[src/rtl/slice_scanner_pkg.sv]
// Shared display definitions for the slice scanner: blank levels, FSM states,
// and the address-width helper used for every counter and address bus.
package slice_scanner_pkg;

  localparam logic BLANK_ROW_BIT = 1'b1;
  localparam logic BLANK_COL_BIT = 1'b0;

  typedef enum logic {
    ST_WAIT = 1'b0,
    ST_SCAN = 1'b1
  } scan_state_e;

  // clog2 with a floor of 1 so single-entry dimensions still get a legal bus
  function automatic int addr_w(input int n);
    int w;
    w = 1;
    for (int k = 1; k < 32; k++)
      if ((1 << k) < n) w = k + 1;
    return w;
  endfunction

endpackage

[src/rtl/slice_scanner_frame_ram.sv]
// Frame buffer: one write port, one registered read port, read-before-write.
// No reset on the array or read register so it maps onto block RAM.
module frame_ram #(
  parameter int DEPTH = 128,
  parameter int WIDTH = 16,
  parameter int AW    = 7
) (
  input  logic             i_clock,
  input  logic             i_wr_en,
  input  logic [AW-1:0]    i_wr_addr,
  input  logic [WIDTH-1:0] i_wr_data,
  input  logic [AW-1:0]    i_rd_addr,
  output logic [WIDTH-1:0] o_rd_data
);

  logic [WIDTH-1:0] r_mem [DEPTH];
  logic [WIDTH-1:0] r_q;

  always_ff @(posedge i_clock) begin
    if (i_wr_en) r_mem[i_wr_addr] <= i_wr_data;
    r_q <= r_mem[i_rd_addr];
  end

  assign o_rd_data = r_q;

endmodule

[src/rtl/slice_scanner.sv]
// Persistence-of-vision row scanner: on each revolution marker, sweeps every
// slice/row of the frame buffer with a blank guard cycle at the start of each row slot.
module slice_scanner
  import slice_scanner_pkg::*;
#(
  parameter int ROWS   = 16,
  parameter int COLS   = 16,
  parameter int SLICES = 8,
  parameter int DWELL  = 4,
  localparam int SW    = addr_w(SLICES),
  localparam int RW    = addr_w(ROWS)
) (
  input  logic            clock,
  input  logic            rst_n,
  input  logic            cycle_marker,
  input  logic            wr_en,
  input  logic [SW-1:0]   wr_slice,
  input  logic [RW-1:0]   wr_row,
  input  logic [COLS-1:0] wr_data,
  output logic [ROWS-1:0] row,
  output logic [COLS-1:0] col,
  output logic [SW-1:0]   slice_idx,
  output logic            scanning,
  output logic            resync
);

  localparam int DEPTH = SLICES * ROWS;
  localparam int AW    = addr_w(DEPTH);
  localparam int DW    = addr_w(DWELL);

  localparam logic [DW-1:0] DW_LAST = DW'(DWELL - 1);
  localparam logic [RW-1:0] RW_LAST = RW'(ROWS - 1);
  localparam logic [SW-1:0] SW_LAST = SW'(SLICES - 1);
  localparam logic [ROWS-1:0] ROW_BLANK = {ROWS{BLANK_ROW_BIT}};
  localparam logic [COLS-1:0] COL_BLANK = {COLS{BLANK_COL_BIT}};

  scan_state_e r_state, w_state_nx;
  logic [DW-1:0] r_dwell, w_dwell_nx;
  logic [RW-1:0] r_rowc, w_rowc_nx;
  logic [SW-1:0] r_slicec, w_slicec_nx;
  logic          w_resync_nx;

  logic r_mark, r_armed;
  logic w_edge, w_last, w_drive;

  logic [ROWS-1:0] r_row;
  logic [SW-1:0]   r_slice_o;
  logic            r_show, r_scan, r_resync;

  logic [AW-1:0]   w_raddr, w_waddr;
  logic [COLS-1:0] w_rdata;
  logic            w_wr_ok;

  // r_armed blocks a marker that was already high across reset release
  assign w_edge = cycle_marker & ~r_mark & r_armed;
  assign w_last = (r_dwell == DW_LAST) && (r_rowc == RW_LAST) && (r_slicec == SW_LAST);

  always_ff @(posedge clock) begin
    if (!rst_n) begin
      r_state  <= ST_WAIT;
      r_dwell  <= '0;
      r_rowc   <= '0;
      r_slicec <= '0;
      r_mark   <= 1'b0;
      r_armed  <= ~cycle_marker;
    end else begin
      r_state  <= w_state_nx;
      r_dwell  <= w_dwell_nx;
      r_rowc   <= w_rowc_nx;
      r_slicec <= w_slicec_nx;
      r_mark   <= cycle_marker;
      if (!cycle_marker) r_armed <= 1'b1;
    end
  end

  always_comb begin
    w_state_nx  = r_state;
    w_dwell_nx  = r_dwell;
    w_rowc_nx   = r_rowc;
    w_slicec_nx = r_slicec;
    w_resync_nx = 1'b0;
    case (r_state)
      ST_WAIT: begin
        w_dwell_nx  = '0;
        w_rowc_nx   = '0;
        w_slicec_nx = '0;
        if (w_edge) w_state_nx = ST_SCAN;
      end
      ST_SCAN: begin
        if (w_edge || w_last) begin
          w_dwell_nx  = '0;
          w_rowc_nx   = '0;
          w_slicec_nx = '0;
          w_resync_nx = w_edge;
          if (!w_edge) w_state_nx = ST_WAIT;
        end else if (r_dwell != DW_LAST) begin
          w_dwell_nx = r_dwell + 1'b1;
        end else begin
          w_dwell_nx = '0;
          if (r_rowc != RW_LAST) begin
            w_rowc_nx = r_rowc + 1'b1;
          end else begin
            w_rowc_nx   = '0;
            w_slicec_nx = r_slicec + 1'b1;
          end
        end
      end
      default: w_state_nx = ST_WAIT;
    endcase
  end

  // dwell 0 of every row slot is the blank guard cycle
  assign w_drive = (r_state == ST_SCAN) && (r_dwell != '0);

  always_ff @(posedge clock) begin
    if (!rst_n) begin
      r_row     <= ROW_BLANK;
      r_show    <= 1'b0;
      r_slice_o <= '0;
      r_scan    <= 1'b0;
      r_resync  <= 1'b0;
    end else begin
      r_row     <= w_drive ? ~(ROWS'(1) << r_rowc) : ROW_BLANK;
      r_show    <= w_drive;
      r_slice_o <= r_slicec;
      r_scan    <= (r_state == ST_SCAN);
      r_resync  <= w_resync_nx;
    end
  end

  assign w_raddr = AW'(32'(r_slicec) * ROWS + 32'(r_rowc));
  assign w_waddr = AW'(32'(wr_slice) * ROWS + 32'(wr_row));
  assign w_wr_ok = wr_en && rst_n && (32'(wr_slice) < SLICES) && (32'(wr_row) < ROWS);

  frame_ram #(
    .DEPTH (DEPTH),
    .WIDTH (COLS),
    .AW    (AW)
  ) u_ram (
    .i_clock   (clock),
    .i_wr_en   (w_wr_ok),
    .i_wr_addr (w_waddr),
    .i_wr_data (wr_data),
    .i_rd_addr (w_raddr),
    .o_rd_data (w_rdata)
  );

  // RAM read register lines up with the output registers, so col just gates it
  assign col       = r_show ? w_rdata : COL_BLANK;
  assign row       = r_row;
  assign slice_idx = r_slice_o;
  assign scanning  = r_scan;
  assign resync    = r_resync;

endmodule

[config.mk]
export PLATFORM = sky130hd
export DESIGN_NAME = slice_scanner
export DESIGN_NICKNAME = d
export VERILOG_FILES = /design/src/rtl/slice_scanner_pkg.sv /design/src/rtl/slice_scanner_frame_ram.sv /design/src/rtl/slice_scanner.sv
export SDC_FILE = /design/constraint.sdc
export NUM_CORES = 2
export LEC_CHECK = 0
export ABC_AREA = 1
export BUFFER_PORTS_ARGS = -buffer_cell sky130_fd_sc_hd__buf_2
export CAP_MARGIN = 25
export CORE_AREA = 2 2 437 439
export DETAILED_ROUTE_END_ITERATION = 12
export DIE_AREA = 0 0 439 441
export PLACE_DENSITY = 0.73
export SLEW_MARGIN = 20
export SYNTH_ARGS = -nofsm -noshare
export SYNTH_HDL_FRONTEND = slang
export SYNTH_HIERARCHICAL = 1
export SYNTH_SLANG_ARGS = --single-unit
export TNS_END_PERCENT = 20
[constraint.sdc]
create_clock -name clock -period 2.9 [get_ports clock]
set_input_delay 0.145 -clock clock [delete_from_list [all_inputs] [get_ports clock]]
set_output_delay 0.145 -clock clock [all_outputs]
set_load 0.1 [all_outputs]
==> out/qor.json <==
{
  "worstRegToRegCells": {"value": 10},
  "worst_path_max_delay_cell": {"value": "sky130_fd_sc_hd__dfxtp_4"},
  "detailed_route_wirelength_on_metal3": {"value": 29400, "unit": "um"},
  "wire_length_on_met1": {"value": 94900, "unit": "um"},
  "setup.reg_to_reg.worst_slack": {"value": 0.11, "unit": "ns"},
  "overflow": {"value": 0},
  "timing_worst_slew_pin_value": {"value": 1.07, "unit": "ns"},
  "post_route_cells_drive_above_1_share": {"value": 10.3, "unit": "%"},
  "crit_path_frequent_cell": {"value": "sky130_fd_sc_hd__nand3_1"},
  "placementRows": {"value": 160},
  "final.setup_skew": {"value": 0.0385, "unit": "ns"},
  "critical_path.endpoint_type": {"value": "flop"},
  "pin_count": {"value": 150},
  "report.final.hold_viol_count": {"value": 0},
  "core_region_area": {"value": 0.189, "unit": "mm^2"},
  "crit_path_cell_trace": {"value": "inv_16 > buf_4 > nand2_1 > nand3_1 > nand3_1 > nand3_1 > nand3_1 > nand3_1 > nand3_1 > nand2_1"},
  "cts-htree-levels": {"value": 4},
  "post-dp-hpwl": {"value": 160000, "unit": "um"},
  "postSynthNetCount": {"value": 8211},
  "critPathRequiredTime": {"value": 3.69, "unit": "ns"},
  "tritoncts": {"value": "done"},
  "number_of_iterations_in_the_first_detailed_routing_pass": {"value": 6},
  "grt_start_max_net_pins": {"value": 122},
  "grt_setup_unrepaired": {"value": "false"},
  "final_cell_mix": {"value": "sky130_fd_sc_hd__nand2_1 (2462), sky130_fd_sc_hd__nand3_1 (2092), sky130_fd_sc_hd__edfxtp_1 (2049)"},
  "r2r_end": {"value": "u_ram/o_rd_data[2]"},
  "start_util": {"value": 48.2, "unit": "%"},
  "layout_commonest_cell": {"value": "sky130_fd_sc_hd__nand2_1"},
  "rr_startpoint": {"value": "r_rowc[0]"},
  "fp.dieH": {"value": 441, "unit": "um"},
  "grt_pass1_vias": {"value": 60700},
  "synth.avg_cell_area": {"value": 11.2, "unit": "um^2"},
  "whs_endpoint": {"value": "u_ram/r_mem[4][7]"},
  "clock_tree.root_cell": {"value": "sky130_fd_sc_hd__clkbuf_16"},
  "met2WireLength": {"value": 119000, "unit": "um"},
  "fmax_achieved": {"value": 359, "unit": "MHz"},
  "post-route-period-util": {"value": 96.1, "unit": "%"},
  "vdd.ir_drop.worst": {"value": 0.604, "unit": "mV"},
  "design.final.nets": {"value": 8475},
  "io_buffer_count": {"value": 149},
  "critical_path_data_arrival_time": {"value": 3.58, "unit": "ns"},
  "drt_iter0_markers": {"value": 10300},
  "synth.cell_area": {"value": 0.0912, "unit": "mm^2"},
  "totalWireLength": {"value": 258000, "unit": "um"},
  "max-clock-path-buffers": {"value": 3},
  "dr_total_vias": {"value": 64700},
  "antenna_found_initial": {"value": 4},
  "clkSinkCount": {"value": 2214},
  "routed_wire_length_per_instance": {"value": 23.3, "unit": "um"},
  "worst_hold_path_type": {"value": "input port to flop"},
  "syn_inst": {"value": 8117},
  "critPathMaxStageDelay": {"value": 0.45, "unit": "ns"},
  "warnings_from_yosys": {"value": 6},
  "element_type_at_the_critical_path_start": {"value": "flop"},
  "top_layer": {"value": "met5"},
  "worst_hold_path.num_cells": {"value": 2},
  "area_growth_syn_to_layout": {"value": 13.7, "unit": "%"},
  "postCtsResizedCells": {"value": 0},
  "critPathKind": {"value": "flop to flop"},
  "cts_setup_buffers": {"value": 0},
  "drcViolationCount": {"value": 0},
  "floorplan.die.width": {"value": 439, "unit": "um"},
  "post-route-min-period": {"value": 2.79, "unit": "ns"},
  "gr-usage-all-layers": {"value": 26.1, "unit": "%"},
  "post_drt_via_cell_ratio": {"value": 5.84},
  "p_per_area": {"value": 623, "unit": "mW/mm^2"},
  "cts.hold.buffers_added": {"value": 18},
  "dp_worst_setup_slack": {"value": -0.160, "unit": "ns"},
  "antenna_violating_nets_post_route": {"value": 0},
  "slew_viol_final": {"value": 0},
  "finalPower": {"value": 64.7, "unit": "mW"},
  "clock_buffer_count_from_cts": {"value": 216},
  "cellLeakagePower": {"value": 37.1, "unit": "nW"},
  "source_to_sink_clock_delay_at_the_later_pin_of_the_worst_skew_pair": {"value": 0.85, "unit": "ns"},
  "timing.hold.worst.start": {"value": "wr_data[7]"},
  "maxCapViolations": {"value": 0},
  "cp_max_fo": {"value": 64},
  "timing.critical_path.max_delay_family": {"value": "simple AND/OR/NAND/NOR gates"},
  "finalHoldWorstSlack": {"value": 0.116, "unit": "ns"},
  "run_status": {"value": "completed"},
  "total_buffers_and_inverters_traversed_by_the_critical_path": {"value": 2},
  "grt_pass1_wl": {"value": 377000, "unit": "um"},
  "routabilityCongestion": {"value": 0.947},
  "clkTransAtPathRegs": {"value": 0.07, "unit": "ns"},
  "slew-limit-headroom": {"value": 28.4, "unit": "%"},
  "finalSetupViolations": {"value": 0},
  "area_of_the_die": {"value": 0.194, "unit": "mm^2"},
  "finalWorstSetupSlack": {"value": 0.113, "unit": "ns"}
}
-- routing by layer --
layer	vias up	global-route usage, %
met2	4167	41.3
met3	742	5.52
met1	30900	34.3
met5	-	0
li1	29000	-
met4	4	12.9
-- power by group --
group / switching, mW / internal [mW] / leakage (nW)
Sequential: 0.0587 / 34.9 / 19.8
Clock: 11.9 / 15.9 / 3.44
Combinational: 1.49 / 0.398 / 13.9
Total: 13.5 / 51.2 / 37.1
-- per-stage QoR --
step	setup TNS, ns	std cells	area, um^2	util [%]
after CTS	0	11100	104000	54.8
after global placement	-176.87	10700	96500	51.0
after global routing	0	11100	104000	54.8
after detailed placement	-81.69	10700	96500	51.0
after floorplan	0	8117	91200	-
final	0	11100	104000	54.8
-- worst max-delay path by stage --
stage	endpoint	depth (start not counted)	startpoint	slack, ns
6_report	u_ram/o_rd_data[2]	10	r_rowc[0]	0.11
5_1_grt	u_ram/o_rd_data[0]	10	r_rowc[0]	0.06
4_1_cts	u_ram/o_rd_data[7]	10	r_rowc[0]	0.31
3_5_place_dp	u_ram/r_mem[19][14]	10	wr_slice[0]	-0.16
3_3_place_gp	u_ram/r_mem[20][10]	10	wr_slice[0]	-0.23
2_1_floorplan	u_ram/r_mem[105][0]	8	wr_slice[31]	0.29
-- flip-flops by register name, summed over array words and instances, names as in the netlist --
register,flops
u_ram/r_mem,2048
r_slicec,32
r_state,1
r_show,1
resync,1
slice_idx,32
scanning,1
r_armed,1
row,16
r_mark,1
r_rowc,32
u_ram/o_rd_data,16
r_dwell,32
-- layout make-up --
class / count / area (um^2)
Tap cell: 2511 / 3140
Inverter: 213 / 836
Fill cell: 15300 / 85400
Multi-Input combinational cell: 5188 / 22900
Clock inverter: 132 / 1310
Clock buffer: 266 / 5720
Timing Repair Buffer: 548 / 4960
Antenna cell: 1 / 2.50
Sequential cell: 2214 / 64800
Power figures use the tool's default switching activity.
